[src/rtl/std_lsu_ahb.sv]
// std_lsu_ahb: single-outstanding load/store unit that turns register-level
// memory requests into AHB-Lite single transfers.
//
// Build option: define LSU_ALIGN_CHECK_EN to reject misaligned half/word
// requests as illegal. When it is left undefined, the low HADDR bits are
// cleared per size and a misaligned word load returns HRDATA rotated right
// by 8*addr[1:0] (ARM7 behaviour).
//
// Ports:
//   clk, rst          rising-edge clock, synchronous active-high reset
//   req_*             request handshake (valid/ready), rd/wr, size in bytes,
//                     signed load, byte address, store data, destination id
//   HADDR..HWDATA     AHB-Lite master outputs
//   HRDATA/HREADY/HRESP  AHB-Lite slave response
//   rsp_*             one-cycle completion: load data, id, writeback, error
//   busy              high whenever the FSM is not in IDLE
module std_lsu_ahb (
  input  logic        clk,
  input  logic        rst,
  input  logic        req_valid,
  output logic        req_ready,
  input  logic        req_wr,
  input  logic        req_rd,
  input  logic [3:0]  req_size,
  input  logic        req_signed,
  input  logic [31:0] req_addr,
  input  logic [31:0] req_wdata,
  input  logic [4:0]  req_rd_id,
  output logic [31:0] HADDR,
  output logic [1:0]  HTRANS,
  output logic        HWRITE,
  output logic [2:0]  HSIZE,
  output logic [2:0]  HBURST,
  output logic [31:0] HWDATA,
  input  logic [31:0] HRDATA,
  input  logic        HREADY,
  input  logic        HRESP,
  output logic        rsp_valid,
  output logic [31:0] rsp_data,
  output logic [4:0]  rsp_rd_id,
  output logic        rsp_wb_en,
  output logic        rsp_err,
  output logic        busy
);

  typedef enum logic [1:0] {StIdle, StAddr, StData, StResp} state_e;

  state_e      r_state;
  logic        r_rd;
  logic        r_wr;
  logic        r_signed;
  logic [1:0]  r_addr_lo;
  logic [31:0] r_wdata;
  logic [4:0]  r_rd_id;
  logic        r_illegal;
  logic [31:0] r_rdata;
  logic        r_hresp;

  logic        w_size_ok;
  logic        w_align_ok;
  logic        w_legal;
  logic [2:0]  w_hsize;
  logic [31:0] w_addr_issue;
  logic [31:0] w_wdata_rep;
  logic [31:0] w_rot;
  logic [31:0] w_load_data;

  // The response pulse occupies the cycle after RESP, so hold off a new
  // request until it has been seen.
  assign req_ready = (r_state == StIdle) && !rsp_valid;
  assign busy      = (r_state != StIdle);

  always_comb begin
    w_size_ok = 1'b1;
    w_hsize   = 3'b000;
    unique case (req_size)
      4'h1:    w_hsize = 3'b000;
      4'h2:    w_hsize = 3'b001;
      4'h4:    w_hsize = 3'b010;
      default: w_size_ok = 1'b0;
    endcase
  end

`ifdef LSU_ALIGN_CHECK_EN
  assign w_align_ok   = !(((req_size == 4'h2) && req_addr[0]) ||
                          ((req_size == 4'h4) && (req_addr[1:0] != 2'b00)));
  assign w_addr_issue = req_addr;
`else
  assign w_align_ok   = 1'b1;
  always_comb begin
    w_addr_issue = req_addr;
    if (req_size == 4'h2) w_addr_issue[0]   = 1'b0;
    if (req_size == 4'h4) w_addr_issue[1:0] = 2'b00;
  end
`endif

  assign w_legal = (req_rd ^ req_wr) && w_size_ok && w_align_ok;

  // Store data replicated across every byte lane the slave might sample.
  always_comb begin
    w_wdata_rep = r_wdata;
    unique case (HSIZE)
      3'b000:  w_wdata_rep = {4{r_wdata[7:0]}};
      3'b001:  w_wdata_rep = {2{r_wdata[15:0]}};
      default: w_wdata_rep = r_wdata;
    endcase
  end

  // Rotating right by the byte offset lands the addressed lane at bit 0 and
  // gives the ARM7 rotated result for misaligned words in one step.
  always_comb begin
    w_rot = r_rdata;
    unique case (r_addr_lo)
      2'd0: w_rot = r_rdata;
      2'd1: w_rot = {r_rdata[7:0],  r_rdata[31:8]};
      2'd2: w_rot = {r_rdata[15:0], r_rdata[31:16]};
      2'd3: w_rot = {r_rdata[23:0], r_rdata[31:24]};
    endcase
  end

  always_comb begin
    w_load_data = w_rot;
    unique case (HSIZE)
      3'b000:  w_load_data = {{24{r_signed & w_rot[7]}},  w_rot[7:0]};
      3'b001:  w_load_data = {{16{r_signed & w_rot[15]}}, w_rot[15:0]};
      default: w_load_data = w_rot;
    endcase
  end

  always_ff @(posedge clk) begin
    if (rst) begin
      r_state   <= StIdle;
      r_rd      <= 1'b0;
      r_wr      <= 1'b0;
      r_signed  <= 1'b0;
      r_addr_lo <= 2'b00;
      r_wdata   <= '0;
      r_rd_id   <= '0;
      r_illegal <= 1'b0;
      r_rdata   <= '0;
      r_hresp   <= 1'b0;
      HADDR     <= '0;
      HTRANS    <= 2'b00;
      HWRITE    <= 1'b0;
      HSIZE     <= 3'b000;
      HBURST    <= 3'b000;
      HWDATA    <= '0;
      rsp_valid <= 1'b0;
      rsp_data  <= '0;
      rsp_rd_id <= '0;
      rsp_wb_en <= 1'b0;
      rsp_err   <= 1'b0;
    end else begin
      rsp_valid <= 1'b0;
      unique case (r_state)
        StIdle: begin
          if (req_valid && req_ready) begin
            r_rd      <= req_rd;
            r_wr      <= req_wr;
            r_signed  <= req_signed;
            r_addr_lo <= req_addr[1:0];
            r_wdata   <= req_wdata;
            r_rd_id   <= req_rd_id;
            r_hresp   <= 1'b0;
            if (w_legal) begin
              r_illegal <= 1'b0;
              r_state   <= StAddr;
              HTRANS    <= 2'b10;
              HADDR     <= w_addr_issue;
              HWRITE    <= req_wr;
              HSIZE     <= w_hsize;
              HBURST    <= 3'b000;
            end else begin
              r_illegal <= 1'b1;
              r_state   <= StResp;
            end
          end
        end
        StAddr: begin
          if (HREADY) begin
            r_state <= StData;
            HTRANS  <= 2'b00;
            if (r_wr) HWDATA <= w_wdata_rep;
          end
        end
        StData: begin
          if (HREADY) begin
            r_rdata <= HRDATA;
            r_hresp <= HRESP;
            r_state <= StResp;
          end
        end
        StResp: begin
          rsp_valid <= 1'b1;
          rsp_rd_id <= r_rd_id;
          rsp_err   <= r_illegal | r_hresp;
          rsp_wb_en <= r_rd & ~r_illegal & ~r_hresp;
          rsp_data  <= (r_rd && !r_illegal) ? w_load_data : 32'h0;
          r_state   <= StIdle;
        end
        default: r_state <= StIdle;
      endcase
    end
  end

endmodule

[config.mk]
export PLATFORM = sky130hd
export DESIGN_NAME = std_lsu_ahb
export DESIGN_NICKNAME = d
export VERILOG_FILES = /design/src/rtl/std_lsu_ahb.sv
export SDC_FILE = /design/constraint.sdc
export NUM_CORES = 1
export LEC_CHECK = 0
export ABC_AREA = 1
export BUFFER_PORTS_ARGS = -buffer_cell sky130_fd_sc_hd__buf_2
export CAP_MARGIN = 40
export CORE_MARGIN = 1.5
export CORE_UTILIZATION = 40
export CTS_CLUSTER_DIAMETER = 120
export DETAILED_ROUTE_END_ITERATION = 16
export PLACE_DENSITY = 0.67
export SKIP_LAST_GASP = 1
export SYNTH_ARGS = -nofsm -noshare
export SYNTH_HDL_FRONTEND = slang
export SYNTH_SLANG_ARGS = --single-unit
[constraint.sdc]
create_clock -name clk -period 1.56 [get_ports clk]
set_input_delay 0.156 -clock clk [delete_from_list [all_inputs] [get_ports clk]]
set_output_delay 0.156 -clock clk [all_outputs]
set_load 0.03 [all_outputs]
==> reports/qor.yml <==
grt:
  grt_overflow_total: 0
  use_met3: 0.04238
  grt_pass1_vias: 7466
  antenna_found_initial: 2
  use_met2: 0.3951
  grt.total_usage: 0.2352
  busiest_layer: "met2"
  grt_use_met1: 0.2952
  grt_pass1_wl_um: 37960
  grt_max_degree: 95
timing:
  post-route-min-period_ns: 1.592
  fin_ws_ns: -0.03162
  slew_headroom: 0.6649
  setup_tns_ns: -0.06412
  period_share: 1.020
  setup_viol: 4
  worst_pin_slew_ns: 0.5026
  rsz0062_at_grt: "yes"
  timing.final.hold_violations: 2
  fin_worst_skew_ns: 0.01355
  whs_ns: -0.007826
  fmax_ghz: 0.6283
  slew_violations: 0
cts:
  cts.sinks: 186
  clkLatencyLatePin_ns: 0.43
  clkTransAtPathRegs_ns: 0.07
  clock_path_buffers: 2
  cts_buffers: 17
  clockRootBuffer: "clkbuf_16"
  h-tree-depth: 4
  cts_tree: "done"
power_and_ir_drop:
  p_leak_nw: 4.774
  p_per_area_mw_per_mm2: 1272
  ir_worst_vdd_v: 0.0007083
critical_path:
  crit_required_ns: 1.92
  r2r_cells: 11
  cp_max_fo: 10
  r2r_start: "r_state[0]$_SDFFE_PP0P_"
  crit_arrival_ns: 1.95
  r2r_end: "HWRITE$_SDFFE_PP0P_"
  cp-start-kind: "flop"
  endpoint_kind: "flop"
  crit_type: "reg2reg"
  timing.reg2reg.setup_slack_ns: -0.03
layout:
  final_cell_area_sq_mm: 0.01126
  area_growth_pct: 41.40
  final_common_cell: "nand2_1"
  nets: 1485
  mostFrequentLayoutCells: "nand2_1 (234), buf_2 (220), dfxtp_1 (181), a21oi_1 (132), o21ai_0 (112)"
  layout-drive-gt1-share: 0.2896
route:
  drc: 0
  ant_nets: 0
  num_vias: 8514
  first_iter_violations: 622
  drtPass1Iterations: 5
  drt-total-wl_um: 26350
  viasPerCell: 5.179
  wl_per_cell_um: 16.03
logic_synthesis:
  ys_ff_latch: 186
  ys_warn_count: 0
  avgSynthCellArea_sq_um: 7.384
  synth_area_sq_mm: 0.007960
  yosysSeqAreaShare: 0.4678
  ys_types: 38
  synth_top_cell_by_area: "dfxtp_1"
  postSynthCellCount: 1078
  synth_top_area_share: 0.4678
  ys_top_cells_by_area: "dfxtp_1 (47%), nand2_1 (12%), a21oi_1 (9.6%)"
floorplan:
  die-area_sq_mm: 0.02076
  start_util: 0.4090
  core-area_sq_mm: 0.01946
  die_y_um: 144.1
  fp.dieW_um: 144.1
  fp-row-count: 51
  ios: 228
run_status:
  violations: "negative hold slack, negative setup slack"
  outcome: "finished with violations"
place:
  dpl_cell_area_sq_mm: 0.009520
  hpwl_um: 16670
  place_congestion: 0.9084
  portBuffers: 222
flow_run:
  maxCapViolCount: 0
hold_path:
  worstHoldPathCells: 3
  hold_class: "in2reg"
  hold_path.startpoint: "req_wdata[2]"
  hold_path_end: "r_wdata[2]$_SDFFE_PP0P_"
[logic make-up after synthesis]
family                   count (synthesis)  share of synthesized area
adder cells (fa/ha/maj)                  5                   0.007859
flip-flops                             186                     0.4678
buffers and inverters                  139                    0.07702
AND/OR/NAND/NOR                        416                     0.2213
other                                    1                  0.0004711
AO/OA/AOI/OAI                          330                     0.2245
XOR/XNOR                                 1                   0.001100
[layout make-up]
cell class / instances / area, sq um
Antenna cell: 1 / 2.502
Clock buffer: 22 / 474.2
Clock inverter: 8 / 87.58
Fill cell: 1769 / 8207
Inverter: 59 / 252.7
Multi-Input combinational cell: 758 / 3908
Sequential cell: 186 / 3737
Tap cell: 265 / 331.6
Timing Repair Buffer: 345 / 2462
[Yosys cell counts, drive strengths merged]
master	count
conb	1
inv	54
nand3	42
a31oi	25
a211oi	1
ha	5
clkinv	5
dfxtp	186
or2	2
and3	1
nand4	9
nor3	1
o211ai	14
nand2	266
buf	40
nor2	95
o21bai	1
o221ai	7
a21oi	162
clkbuf	40
xor2	1
o21ai	120
[per-stage QoR]
stage	total power, mW	std cells	setup slack (ns)	util
after floorplan	8.479	1082	-0.06609	-
after global placement	9.714	1531	-0.02158	0.4892
after detailed placement	9.766	1531	-0.09072	0.4892
after CTS	14.14	1634	-0.007556	0.5569
after global routing	15.02	1644	-0.1329	0.5783
final	14.32	1644	-0.03162	0.5783
[per-layer routing]
| metal | share of wire | up-vias |
|---|---|---|
| li1 | - | 4166 |
| met1 | 0.41 | 3927 |
| met2 | 0.49 | 345 |
| met3 | 0.062 | 74 |
| met4 | 0.038 | 2 |
| met5 | 0.00049 | - |
[critical path, cell delays in order (launching register included)]
cell and delay, ns:
dfxtp_4 0.36, inv_4 0.07, ha_4 0.15, inv_6 0.04, nor2_4 0.10, nand2_4 0.09, clkinv_4 0.07, nand3_4 0.13
clkinv_8 0.12, clkbuf_16 0.16, nand2_1 0.07, a21oi_1 0.14
[power breakdown]
part / internal, mW / switching [mW]
registers: 5.38 / 0.493
clock network: 2.33 / 1.90
logic: 1.57 / 2.65
total: 9.27 / 5.04
[worst max path at each step]
stage	startpoint	cells after the start	slack, ns	to
after floorplan	r_state[1]$_SDFFE_PP0P_	11	-0.07	HADDR[21]$_SDFFE_PP0P_
after global placement	r_state[0]$_SDFFE_PP0P_	8	-0.02	r_wdata[2]$_SDFFE_PP0P_
after detailed placement	r_state[0]$_SDFFE_PP0P_	8	-0.09	r_wdata[6]$_SDFFE_PP0P_
after CTS	r_addr_lo[1]$_SDFFE_PP0P_	8	-0.008	rsp_data[11]$_SDFFE_PP0P_
after global routing	r_state[0]$_SDFFE_PP0P_	11	-0.13	HWRITE$_SDFFE_PP0P_
final	r_state[0]$_SDFFE_PP0P_	11	-0.03	HWRITE$_SDFFE_PP0P_
[registers in the layout (all words and copies together) (netlist names)]
| register | count |
|---|---|
| r_rdata | 32 |
| r_wdata | 32 |
| r_illegal | 1 |
| r_addr_lo | 2 |
| r_rd_id | 5 |
| r_rd | 1 |
| r_hresp | 1 |
| rsp_err | 1 |
| rsp_wb_en | 1 |
| rsp_data | 32 |
| rsp_valid | 1 |
| HWRITE | 1 |
| HTRANS | 1 |
| HSIZE | 2 |
| HADDR | 32 |
| r_wr | 1 |
| r_state | 2 |
| HWDATA | 32 |
| r_signed | 1 |
| rsp_rd_id | 5 |
[timing repair]
item	in CTS	in global routing
pin swaps	0	25
resized for setup	7	79
gates cloned	1	5
buffers inserted	0	4
setup endpoints to repair	63	145
hold buffers	72	0
endpoints found under the hold margin	72	0
(Power assumes the default switching activity.)
